===== config.mk =====
export PLATFORM = sky130hd
export DESIGN_NAME = ring_sequencer
export DESIGN_NICKNAME = d
export VERILOG_FILES = /design/src/rtl/ring_sequencer.sv
export SDC_FILE = /design/constraint.sdc
export NUM_CORES = 1
export LEC_CHECK = 0
export CORE_MARGIN = 5
export CORE_UTILIZATION = 60
export DETAILED_ROUTE_END_ITERATION = 12
export PLACE_DENSITY = 0.9
export SLEW_MARGIN = 20
export SYNTH_ARGS = -nofsm -noshare
export SYNTH_HDL_FRONTEND = slang
export SYNTH_SLANG_ARGS = --single-unit

===== constraint.sdc =====
create_clock -name clk -period 5.7 [get_ports clk]
set_input_delay 1.14 -clock clk [delete_from_list [all_inputs] [get_ports clk]]
set_output_delay 1.14 -clock clk [all_outputs]
set_load 0.01 [all_outputs]

===== src/rtl/ring_sequencer.sv =====
// Alarm ring cadence controller: gates the ring tone into beeps, spaces and
// group pauses, with stop, snooze and automatic session timeout.
module ring_sequencer #(
  parameter int unsigned TICK_DIV       = 1000000,
  parameter int unsigned ON_TICKS       = 25,
  parameter int unsigned OFF_TICKS      = 25,
  parameter int unsigned BURSTS         = 4,
  parameter int unsigned GAP_TICKS      = 100,
  parameter int unsigned TIMEOUT_GROUPS = 60,
  parameter int unsigned SNOOZE_TICKS   = 30000,
  parameter int unsigned MAX_SNOOZE     = 3
) (
  input  logic       clk,
  input  logic       reset_n,
  input  logic       enable,
  input  logic       alarm_match,
  input  logic       stop,
  input  logic       snooze,
  input  logic       ring_clk,
  output logic       buzzer,
  output logic       ringing,
  output logic       snoozed,
  output logic [1:0] snooze_cnt
);

  localparam int unsigned MAX_AB = (ON_TICKS > OFF_TICKS) ? ON_TICKS : OFF_TICKS;
  localparam int unsigned MAX_CD = (GAP_TICKS > SNOOZE_TICKS) ? GAP_TICKS : SNOOZE_TICKS;
  localparam int unsigned MAXT   = (MAX_AB > MAX_CD) ? MAX_AB : MAX_CD;
  localparam int unsigned PW     = $clog2(TICK_DIV);
  localparam int unsigned HW     = $clog2(MAXT + 1);
  localparam int unsigned BW     = $clog2(BURSTS + 1);
  localparam int unsigned GW     = $clog2(TIMEOUT_GROUPS + 1);

  typedef enum logic [2:0] {
    S_IDLE,
    S_BEEP,
    S_SPACE,
    S_GAP,
    S_SNOOZE
  } state_t;

  state_t          state_q, state_d;
  logic [PW-1:0]   presc_q, presc_d;
  logic [HW-1:0]   phase_q, phase_d;
  logic [BW-1:0]   burst_q, burst_d;
  logic [GW-1:0]   group_q, group_d;
  logic [1:0]      snz_cnt_q, snz_cnt_d;
  logic            am_q, stop_q, snz_q, primed_q;
  logic            buzzer_q;

  logic            tick, cad_done, am_edge, stop_edge, snz_edge, active;
  logic [HW-1:0]   phase_lim;
  logic [GW-1:0]   group_inc;

  // primed_q masks edges on the first cycle after reset, so an input that was
  // already high while reset was asserted is not mistaken for a fresh press.
  assign am_edge   = alarm_match & ~am_q & primed_q;
  assign stop_edge = stop & ~stop_q & primed_q;
  assign snz_edge  = snooze & ~snz_q & primed_q;

  assign tick      = (presc_q == PW'(TICK_DIV - 1));
  assign active    = (state_q == S_BEEP) || (state_q == S_SPACE) || (state_q == S_GAP);
  assign group_inc = group_q + GW'(1);

  always_comb begin
    phase_lim = '0;
    case (state_q)
      S_BEEP:   phase_lim = HW'(ON_TICKS - 1);
      S_SPACE:  phase_lim = HW'(OFF_TICKS - 1);
      S_GAP:    phase_lim = HW'(GAP_TICKS - 1);
      S_SNOOZE: phase_lim = HW'(SNOOZE_TICKS - 1);
      default:  phase_lim = '0;
    endcase
  end

  assign cad_done = tick && (phase_q == phase_lim);

  always_comb begin
    state_d   = state_q;
    presc_d   = tick ? '0 : presc_q + PW'(1);
    phase_d   = tick ? phase_q + HW'(1) : phase_q;
    burst_d   = burst_q;
    group_d   = group_q;
    snz_cnt_d = snz_cnt_q;

    if (!enable) begin
      state_d   = S_IDLE;
      snz_cnt_d = '0;
    end else if (stop_edge && (state_q != S_IDLE)) begin
      state_d = S_IDLE;
    end else if (snz_edge && active && (32'(snz_cnt_q) < MAX_SNOOZE)) begin
      state_d   = S_SNOOZE;
      snz_cnt_d = snz_cnt_q + 2'd1;
      presc_d   = '0;
    end else if (am_edge && (state_q == S_IDLE)) begin
      state_d   = S_BEEP;
      burst_d   = '0;
      group_d   = '0;
      snz_cnt_d = '0;
      presc_d   = '0;
    end else if (cad_done) begin
      case (state_q)
        S_BEEP: begin
          if (burst_q == BW'(BURSTS - 1)) begin
            group_d = group_inc;
            state_d = (group_inc == GW'(TIMEOUT_GROUPS)) ? S_IDLE : S_GAP;
          end else begin
            burst_d = burst_q + BW'(1);
            state_d = S_SPACE;
          end
        end
        S_SPACE: state_d = S_BEEP;
        S_GAP: begin
          state_d = S_BEEP;
          burst_d = '0;
        end
        S_SNOOZE: begin
          state_d = S_BEEP;
          burst_d = '0;
          group_d = '0;
          presc_d = '0;
        end
        default: state_d = state_q;
      endcase
    end

    if (state_d != state_q) begin
      phase_d = '0;
    end
  end

  always_ff @(posedge clk or negedge reset_n) begin
    if (!reset_n) begin
      state_q   <= S_IDLE;
      presc_q   <= '0;
      phase_q   <= '0;
      burst_q   <= '0;
      group_q   <= '0;
      snz_cnt_q <= '0;
      am_q      <= 1'b0;
      stop_q    <= 1'b0;
      snz_q     <= 1'b0;
      primed_q  <= 1'b0;
      buzzer_q  <= 1'b0;
    end else begin
      state_q   <= state_d;
      presc_q   <= presc_d;
      phase_q   <= phase_d;
      burst_q   <= burst_d;
      group_q   <= group_d;
      snz_cnt_q <= snz_cnt_d;
      am_q      <= alarm_match;
      stop_q    <= stop;
      snz_q     <= snooze;
      primed_q  <= 1'b1;
      buzzer_q  <= (state_d == S_BEEP) ? ring_clk : 1'b0;
    end
  end

  assign buzzer     = buzzer_q;
  assign ringing    = active;
  assign snoozed    = (state_q == S_SNOOZE);
  assign snooze_cnt = snz_cnt_q;

endmodule


==> metrics.md <==
| Metric | Value |
|---|---|
| Status | finished, final reports clean |
| Design area | 3330 µm² |
| # rows | 26 |
| Max IR drop VDD | 0.235 mV |
| Die Wd | 82 µm |
| Inserted Diodes | 0 |
| Distinct cells, synth | 57 |
| FF-to-FF Start | state_q[0] |
| Max transition margin | 0.473 |
| GRT Total Usage | 0.215 |
| Num CTS Buffers | 5 |
| Synthesized instance count | 336 |
| Finish-stage setup viols | 0 |
| Pwr per Cell Area | 232 nW/µm² |
| Area Growth Syn to Fin | 7.20% |
| CTS Hold Bufs | 0 |
| Htree depth | 2 |
| Crit path DAT | 3640 ps |
| Core Area | 5070 µm² |
| Complex-gate fraction of the synthesized area | 0.111 |
| Dpl cells | 403 |
| Commonest non-fill, non-tap cell in the layout | dfrtp_1 |
| First-pass GRT wire length | 11,300 µm |
| Post_cts resized | 0 |
| Largest net degree at the start of global routing | 55 |
| I/O pin count | 12 |
| Mux cell area share after synthesis | 0.0241 |
| Synth Area in Adders | 0.0241 |
| Initial Utilization | 0.613 |
| Worst setup path endpoint | phase_q[0] |
| Synthesized cell area | 3110 µm² |
| Syn nets | 349 |
| DR DRC count | 0 |
| Die Y | 82 µm |
| Worst Skew | 8.18 ps |
| Vias in the first global route | 2,432 |
| Antenna violations before repair | 0 |
| Final ANT Viol Nets | 0 |
| Worst Setup SP | state_q[0] |
| Setup_tns | 0 ps |
| Via count | 2,544 |
| Max Root-Sink Buffers | 2 |
| Post-synth EDFFs | 0 |
| Main combinational cell family by area after synthesis | simple AND/OR/NAND/NOR gates |
| Crit start category | flop |
| Sequential fraction of the synthesis area | 0.434 |
| Worst-margin pin slew | 779 ps |
| Post-Syn Area per Cell | 9.26 µm² |
| I/O Buffers | 11 |
| Final cell count without fillers | 411 |
| Main synth FF type | dfrtp_1 |
| TritonCTS clock tree | built |
| Root Buffer | clkbuf_8 |
| Post-CTS setup buffers | 0 |
| Worst R2R Setup Slack | 2230 ps |
| Clk pin slew, worst setup/hold paths | 100 ps |
| Worst-skew pair later-pin latency | 310 ps |
| Gpl congestion | 0.966 |
| Number of max-cap violations | 0 |
| Clock sink count | 54 |
| RSZ-0062 raised after global routing | false |
| Pre-antenna DRT Iters | 6 |
| Crit Path Max Fanout | 19 |
| Vias/cell | 6.19 |
| Worst hold path class | flop to flop |
| Post-placement cell area | 3240 µm² |
| DPL Wire Length | 4660 µm |
| Simple logic cell fraction of the synthesized area | 0.276 |
| Crit path time final | 3470 ps |
| LEAKAGE | 0.00143 µW |
| Final nets | 353 |
| Synth Warn # | 0 |
| Commonest cells after routing, fill and taps aside | dfrtp_1, nor2_1, nand2_1 |
| Filler instances | 419 |
| Critical path class | flop to flop |
| Fin crit share | 0.609 |
| Slew Limit Fails | 0 |
| DR iter-0 viols | 299 |
| Worst path required time | 5870 ps |
| #FFs+latches synth | 54 |
| Average wire per cell in the routed design | 15.9 µm |
| Core Util, Final | 0.657 |
| Asr flop ratio synth | 1.00 |
| GR Overflow Total | 0 |
| Post-synthesis xor/xnor area fraction | 0.0929 |
| Routed wire length | 6520 µm |
| Max Freq | 288 MHz |
| Crit. End Element | flop |
| Reg-to-Reg End | phase_q[0] |
| Hold_ws | 486 ps |
| Die area | 6720 µm² |
| Fin. Hold Viols | 0 |
| Reg2Reg Depth | 9 |
| Share of layout cells above drive strength 1 | 0.0704 |
==> cells by family (layout without fill, tap and decap cells) <==
group                      Yosys count  after routing
and+or+nand+nor                    161            161
DFF                                 54             54
AOI/OAI and AO/OA                   47             47
xor gates and xnor gates            33             33
buffers and inverters               27             32
muxes                                7              7
adders and majority gates            6              6
other                                1              1
==> worst max-delay path, cell delays in order (launching register included) <==
cell,delay (ps)
dfrtp_1,730
nor2_1,150
nand2_1,250
inv_1,160
o21a_1,210
o311ai_0,270
nand3_1,220
nor3_1,590
a41o_1,640
nor4_1,130
==> state kept, by name, indices dropped and copies added, names as in the netlist <==
name        cells
buzzer          1
am_q            1
burst_q         3
stop_q          1
state_q         3
phase_q        15
presc_q        20
snooze_cnt      2
group_q         6
snz_q           1
primed_q        1
==> final cells by class <==
| cell class | count | area, µm² | area share |
|---|---|---|---|
| Timing Repair Buffer | 12 | 113 | 0.0338 |
| Clock buffer | 5 | 68.8 | 0.0206 |
| Inverter | 12 | 45.0 | 0.0135 |
| Clock inverter | 3 | 21.3 | 0.00638 |
| Sequential cell | 54 | 1350 | 0.405 |
| Tap cell | 70 | 87.6 | 0.0263 |
| Multi-Input combinational cell | 255 | 1650 | 0.494 |
==> stage by stage <==
step           total power (µW)  setup WS [ps]
5_1_grt                     817           1950
6_report                    774           2230
2_1_floorplan               527           2680
3_3_place_gp                555           2260
4_1_cts                     779           2340
3_5_place_dp                567           2150
==> worst min-delay path by stage <==
stage	to	depth (start not counted)	from
detailed placement	presc_q[0]	1	presc_q[0]
CTS	presc_q[0]	1	presc_q[0]
global placement	presc_q[0]	1	presc_q[0]
floorplan	presc_q[0]	1	presc_q[0]
global route	presc_q[0]	1	presc_q[0]
finish	presc_q[0]	1	presc_q[0]
==> where the power goes <==
part / internal, µW / switching (µW)
sequential: 416 / 30.8
clock: 86.6 / 127
combinational: 49.4 / 64.2
==> routing by layer <==
metal | up-vias | global-route usage | wire, µm
li1 | 1216 | - | -
met1 | 1211 | 0.296 | 2910
met2 | 100 | 0.342 | 3120
met3 | 17 | 0.0351 | 345
met4 | 0 | 0.0797 | 140
met5 | - | 0 | 0
==> synthesized netlist by cell type, drive strengths merged, types with 2 or more instances <==
master,n,area share
a211oi,5,0.018
a21oi,13,0.021
a2bb2oi,2,0.0056
and2,2,0.0040
and3,7,0.014
and4,2,0.0056
buf,3,0.0068
clkbuf,12,0.014
dfrtp,54,0.43
ha,6,0.024
inv,12,0.014
mux2,4,0.014
mux2i,3,0.0097
nand2,27,0.033
nand2b,4,0.0080
nand3,22,0.035
nand4,5,0.010
nand4b,2,0.0056
nor2,41,0.055
nor2b,3,0.0060
nor3,11,0.018
nor4,16,0.032
nor4b,5,0.014
o21ai,9,0.014
o21ba,3,0.0097
or2,2,0.0040
or3,4,0.0080
or4,4,0.011
xnor2,14,0.039
xor2,19,0.053
No activity file was read; power rests on OpenSTA's default activity.
